--- config.mk ---
export PLATFORM = sky130hd
export DESIGN_NAME = clkdiv_bank
export DESIGN_NICKNAME = d
export VERILOG_FILES = /design/src/rtl/clkdiv_bank.sv
export SDC_FILE = /design/constraint.sdc
export NUM_CORES = 1
export LEC_CHECK = 0
export ABC_AREA = 1
export BUFFER_PORTS_ARGS = -buffer_cell sky130_fd_sc_hd__buf_2
export CAP_MARGIN = 20
export CORE_AREA = 5 5 177 179
export DETAILED_ROUTE_END_ITERATION = 6
export DIE_AREA = 0 0 182 184
export PLACE_DENSITY = 0.66
export SLEW_MARGIN = 30
export SYNTH_ARGS = -nofsm -noshare
export SYNTH_HDL_FRONTEND = slang
export SYNTH_SLANG_ARGS = --single-unit
--- constraint.sdc ---
create_clock -name clk_25MHz -period 3.2 [get_ports clk_25MHz]
set_input_delay 0.16 -clock clk_25MHz [delete_from_list [all_inputs] [get_ports clk_25MHz]]
set_output_delay 0.16 -clock clk_25MHz [all_outputs]
set_load 0.01 [all_outputs]
--- src/rtl/clkdiv_bank.sv ---
// clkdiv_bank: NCH runtime-programmable even-ratio clock dividers with tick outputs.
// Optional feature macro CLKDIV_SYNC_EN adds a sync input that phase-aligns all channels.

module clkdiv_bank #(
  parameter int NCH      = 4,
  parameter int CW       = 24,
  parameter int DEF_HALF = 1,
  localparam int CHW     = (NCH > 1) ? $clog2(NCH) : 1
) (
  input  logic           clk_25MHz,
  input  logic           reset,
  input  logic [NCH-1:0] ch_en,
  input  logic           cfg_wr,
  input  logic [CHW-1:0] cfg_ch,
  input  logic [CW-1:0]  cfg_half,
`ifdef CLKDIV_SYNC_EN
  input  logic           sync,
`endif
  output logic           cfg_ack,
  output logic [NCH-1:0] clk_out,
  output logic [NCH-1:0] tick
);

  localparam int CHW1 = CHW + 1;
  localparam logic [CHW:0] NCH_L = CHW1'(NCH);
  localparam logic [CW-1:0] DEF_L = CW'(DEF_HALF);

  logic [NCH-1:0][CW-1:0] cnt_q, cnt_d;
  logic [NCH-1:0][CW-1:0] half_q, half_d;
  logic [NCH-1:0][CW-1:0] sh_q, sh_d;
  logic [NCH-1:0]         clk_q, clk_d;
  logic [NCH-1:0]         tick_q, tick_d;
  logic                   ack_q, ack_d;
  logic                   wr_ok;
  logic                   sync_hit;

`ifdef CLKDIV_SYNC_EN
  assign sync_hit = sync;
`else
  assign sync_hit = 1'b0;
`endif

  // channel indices that do not exist are silently dropped
  assign wr_ok = cfg_wr && ({1'b0, cfg_ch} < NCH_L);

  always_comb begin
    ack_d  = wr_ok;
    cnt_d  = cnt_q;
    half_d = half_q;
    sh_d   = sh_q;
    clk_d  = clk_q;
    tick_d = '0;
    for (int i = 0; i < NCH; i++) begin
      if (wr_ok && (cfg_ch == CHW'(i)))
        sh_d[i] = cfg_half;
      // sh_d already holds a same-cycle write, giving the bypass commit
      if (sync_hit || !ch_en[i]) begin
        cnt_d[i]  = '0;
        clk_d[i]  = 1'b0;
        half_d[i] = sh_d[i];
      end else if (cnt_q[i] == half_q[i]) begin
        cnt_d[i]  = '0;
        clk_d[i]  = ~clk_q[i];
        tick_d[i] = ~clk_q[i];
        half_d[i] = sh_d[i];
      end else begin
        cnt_d[i] = cnt_q[i] + CW'(1);
      end
    end
  end

  always_ff @(posedge clk_25MHz or negedge reset) begin
    if (!reset) begin
      cnt_q  <= '0;
      half_q <= {NCH{DEF_L}};
      sh_q   <= {NCH{DEF_L}};
      clk_q  <= '0;
      tick_q <= '0;
      ack_q  <= 1'b0;
    end else begin
      cnt_q  <= cnt_d;
      half_q <= half_d;
      sh_q   <= sh_d;
      clk_q  <= clk_d;
      tick_q <= tick_d;
      ack_q  <= ack_d;
    end
  end

  assign cfg_ack = ack_q;
  assign clk_out = clk_q;
  assign tick    = tick_q;

endmodule

==> summary.md <==
| Metric | Value |
|---|---|
| Status | `completed` |
| CTS resizes | `0` |
| M1 WL | `17200 um` |
| Vias in the first global route | `11302` |
| Maxcap violations | `0` |
| Routed Antenna Nets | `0` |
| Metal3 WL | `1120 um` |
| VDD IR max | `0.424 mV` |
| Core ar. | `29400 um^2` |
| First-pass GRT wire length | `59000 um` |
| Largest cells by area after synthesis | `dfrtp_1 (49%), nand2_1 (19%), nor2_1 (6.7%), inv_1 (5.4%), nand3_1 (5.0%)` |
| Placement Cell Area | `15100 um^2` |
| Hold Fails Final Rpt | `0` |
| Sink Count | `297` |
| Placer Congestion | `0.891` |
| Iter 0 DRT Violations | `910` |
| Largest area contributor in the netlist | `dfrtp_1` |
| Clock latency on the worst-skew pair | `550 ps` |
| Final setup fails | `0` |
| Crit path launch type | `flop` |
| Distinct cells, synth | `29` |
| Final wirelength | `35700 um` |
| R2R setup slack | `860 ps` |
| Clk pin slew, worst setup/hold paths | `60 ps` |
| Min cycle time layout | `2340 ps` |
| Avg Inst Size Synth | `7.48 um^2` |
| Fraction of synthesis flops using an asynchronous set or reset pin | `100%` |
| Seq/Total Area, Yosys | `50.9%` |
| Crit Path Class | `flop to flop` |
| Setup TNS | `0 ps` |
| Ant diodes | `0` |
| Relative slew slack | `41.2%` |
| TritonCTS clock tree | `done` |
| Nets | `2022` |
| Post-CTS setup buffers | `0` |
| Yosys top cell area share | `49.5%` |
| Pleak | `8.17 nW` |
| FF-to-FF Start | `cnt_q[3]$_DFF_PN0_` |
| Port Buffer Count | `41` |
| Cell count after synthesis | `1954` |
| Setup Skew | `7.52 ps` |
| H-Tree Depth | `1` |
| Worst Hold Depth | `3` |
| Hold slack | `74.4 ps` |
| Tcrit/Tclk final | `73.1%` |
| Clock buffer depth | `3` |
| Crit. End Element | `flop` |
| Post-Layout Cell Count | `2399` |
| Die width | `182 um` |
| Max-slew violation count | `0` |
| Arrival time at the worst endpoint | `2830 ps` |
| Vias per inst | `4.97` |
| Worst-Margin Slew | `880 ps` |
| Initial antenna violation count | `0` |
| Drc violations | `0` |
| Ys flop type | `dfrtp_1` |
| TritonCTS buffer count | `31` |
| Fraction of layout cells with a size suffix above 1 | `7.42%` |
| Top sig layer | `met4` |
| Via Count | `11917` |
| Power, Total | `0.00930 W` |
| Rows | `63` |
| Top-Level Pins | `42` |
| RSZ-0062 raised after global routing | `no` |
| Detailed-route wire length per cell | `14.9 um` |
| Yosys warns | `0` |
| F_max | `427 MHz` |
| Die ar. | `33500 um^2` |
| Worst r2r path cells | `9` |
| Req. time, crit path | `3690 ps` |
| Hold Buf Count CTS | `2` |
| Largest net degree at the start of global routing | `93` |
| GR Util All Layers | `21.3%` |
| Post-DP HPWL | `24500 um` |
| Remaining global-route overflow | `0` |
| Starting Density | `49.7%` |
| Post-route cell area | `16200 um^2` |
| CTS root buf | `clkbuf_16` |
| Post-Syn Area | `14600 um^2` |
| Pwr per Cell Area | `573 nW/um^2` |
| Worst Hold Endpoint | `sh_q[59]$_DFF_PN0_` |
| DR pass1 iterations | `5` |
| Syn Nets | `1991` |
| Min-delay src | `cfg_half[11]` |
| Synth-to-layout area growth | `11.0%` |
| CP Max Fanout | `44` |
| Die Height | `184 um` |
| Synthesized flop and latch total | `297` |
| Routed met2 length | `16500 um` |
| Placed cells | `2340` |
| Worst Hold Class | `primary input to flop` |
| Post-synth EDFFs | `0` |
| R2r endpoint | `half_q[23]$_DFFE_PN0P_` |
registers in the layout, indices dropped and copies added, names as in the netlist:
signal and count:
clk_out 4, cfg_ack 1, sh_q 96, half_q 96
cnt_q 96, tick 4
how the worst max path moves through the flow:
stage / cells after the start / start / to
after floorplan: 7 / cnt_q[24]$_DFF_PN0_ / cnt_q[46]$_DFF_PN0_
after global placement: 11 / half_q[0]$_DFFE_PN1P_ / half_q[19]$_DFFE_PN0P_
after detailed placement: 9 / cnt_q[3]$_DFF_PN0_ / half_q[23]$_DFFE_PN0P_
after CTS: 9 / cnt_q[3]$_DFF_PN0_ / half_q[23]$_DFFE_PN0P_
after global routing: 11 / cnt_q[2]$_DFF_PN0_ / half_q[6]$_DFFE_PN0P_
final: 9 / cnt_q[3]$_DFF_PN0_ / half_q[23]$_DFFE_PN0P_
synth_stat cells, types with 4 or more instances:
master / instances
nand2_1: 724
dfrtp_1: 289
nor2_1: 259
inv_1: 209
nand3_1: 147
o21ai_0: 107
xor2_1: 57
nand4_1: 25
buf_2: 19
nor3_1: 19
clkbuf_1: 18
inv_2: 15
buf_1: 9
buf_6: 8
dfstp_2: 8
buf_4: 7
xnor2_1: 6
nand3_2: 5
ha_1: 4
nand2_2: 4
nor2_2: 4
cell type report:
cell class	instances	area [um^2]
clock buffer	42	877
tap	390	488
inverter	224	841
fill	2794	13200
clock inverter	15	195
multi-input combinational	1372	5990
timing repair buffer	59	380
sequential	297	7440
worst max-delay path, cell delays in order (launching register included):
cell and delay [ps]:
dfrtp_1 480, xor2_1 200, nor2_1 120, nand2_1 80, nor2_2 150, nand3_2 70
buf_4 240, nand2_2 670, nand2_1 140, nand2_1 100
metrics by stage:
stage / utilization, % / worst slack (ps)
CTS: 55.2 / 823
finish: 55.2 / 860
floorplan: - / 1610
global route: 55.2 / 641
detailed placement: 51.4 / 852
global placement: 51.4 / 954
cells in the final DEF, fill, tap and decap left out, drive strengths merged:
master	synthesis	layout
buf	43	57
nand2	729	729
nor4	2	2
bufinv	0	4
dfstp	8	8
a21oi	1	1
inv	224	225
a31oi	1	1
clkbuf	18	42
nand4	25	25
xor2	57	57
nor2	263	263
xnor2	6	6
ha	4	4
dlygate4sd3	0	2
dfrtp	289	289
o21ai	109	109
and2b	1	1
nor3	21	21
clkinvlp	0	2
nand3	152	152
clkinv	0	8
or2	1	1
power breakdown:
part           leakage [nW]  switching [W]  internal, W
registers              3.86       0.000268      0.00417
logic                  3.79       0.000697     0.000388
clock network         0.524        0.00153      0.00224
total                  8.17        0.00249      0.00681
per-layer routing:
metal	vias to the layer above	global-route usage [%]
met3	54	2.31
li1	6069	-
met5	-	0
met1	5599	30.7
met2	195	35.1
met4	0	4.83
cells by family after synthesis:
group | after synthesis | synth area share, %
xor gates and xnor gates | 63 | 3.78
and+or+nand+nor | 1194 | 33.1
adders and majority gates | 4 | 0.342
DFF | 297 | 50.9
AOI/OAI and AO/OA | 111 | 3.81
buffers and inverters | 285 | 8.07
Power figures use the tool's default switching activity.
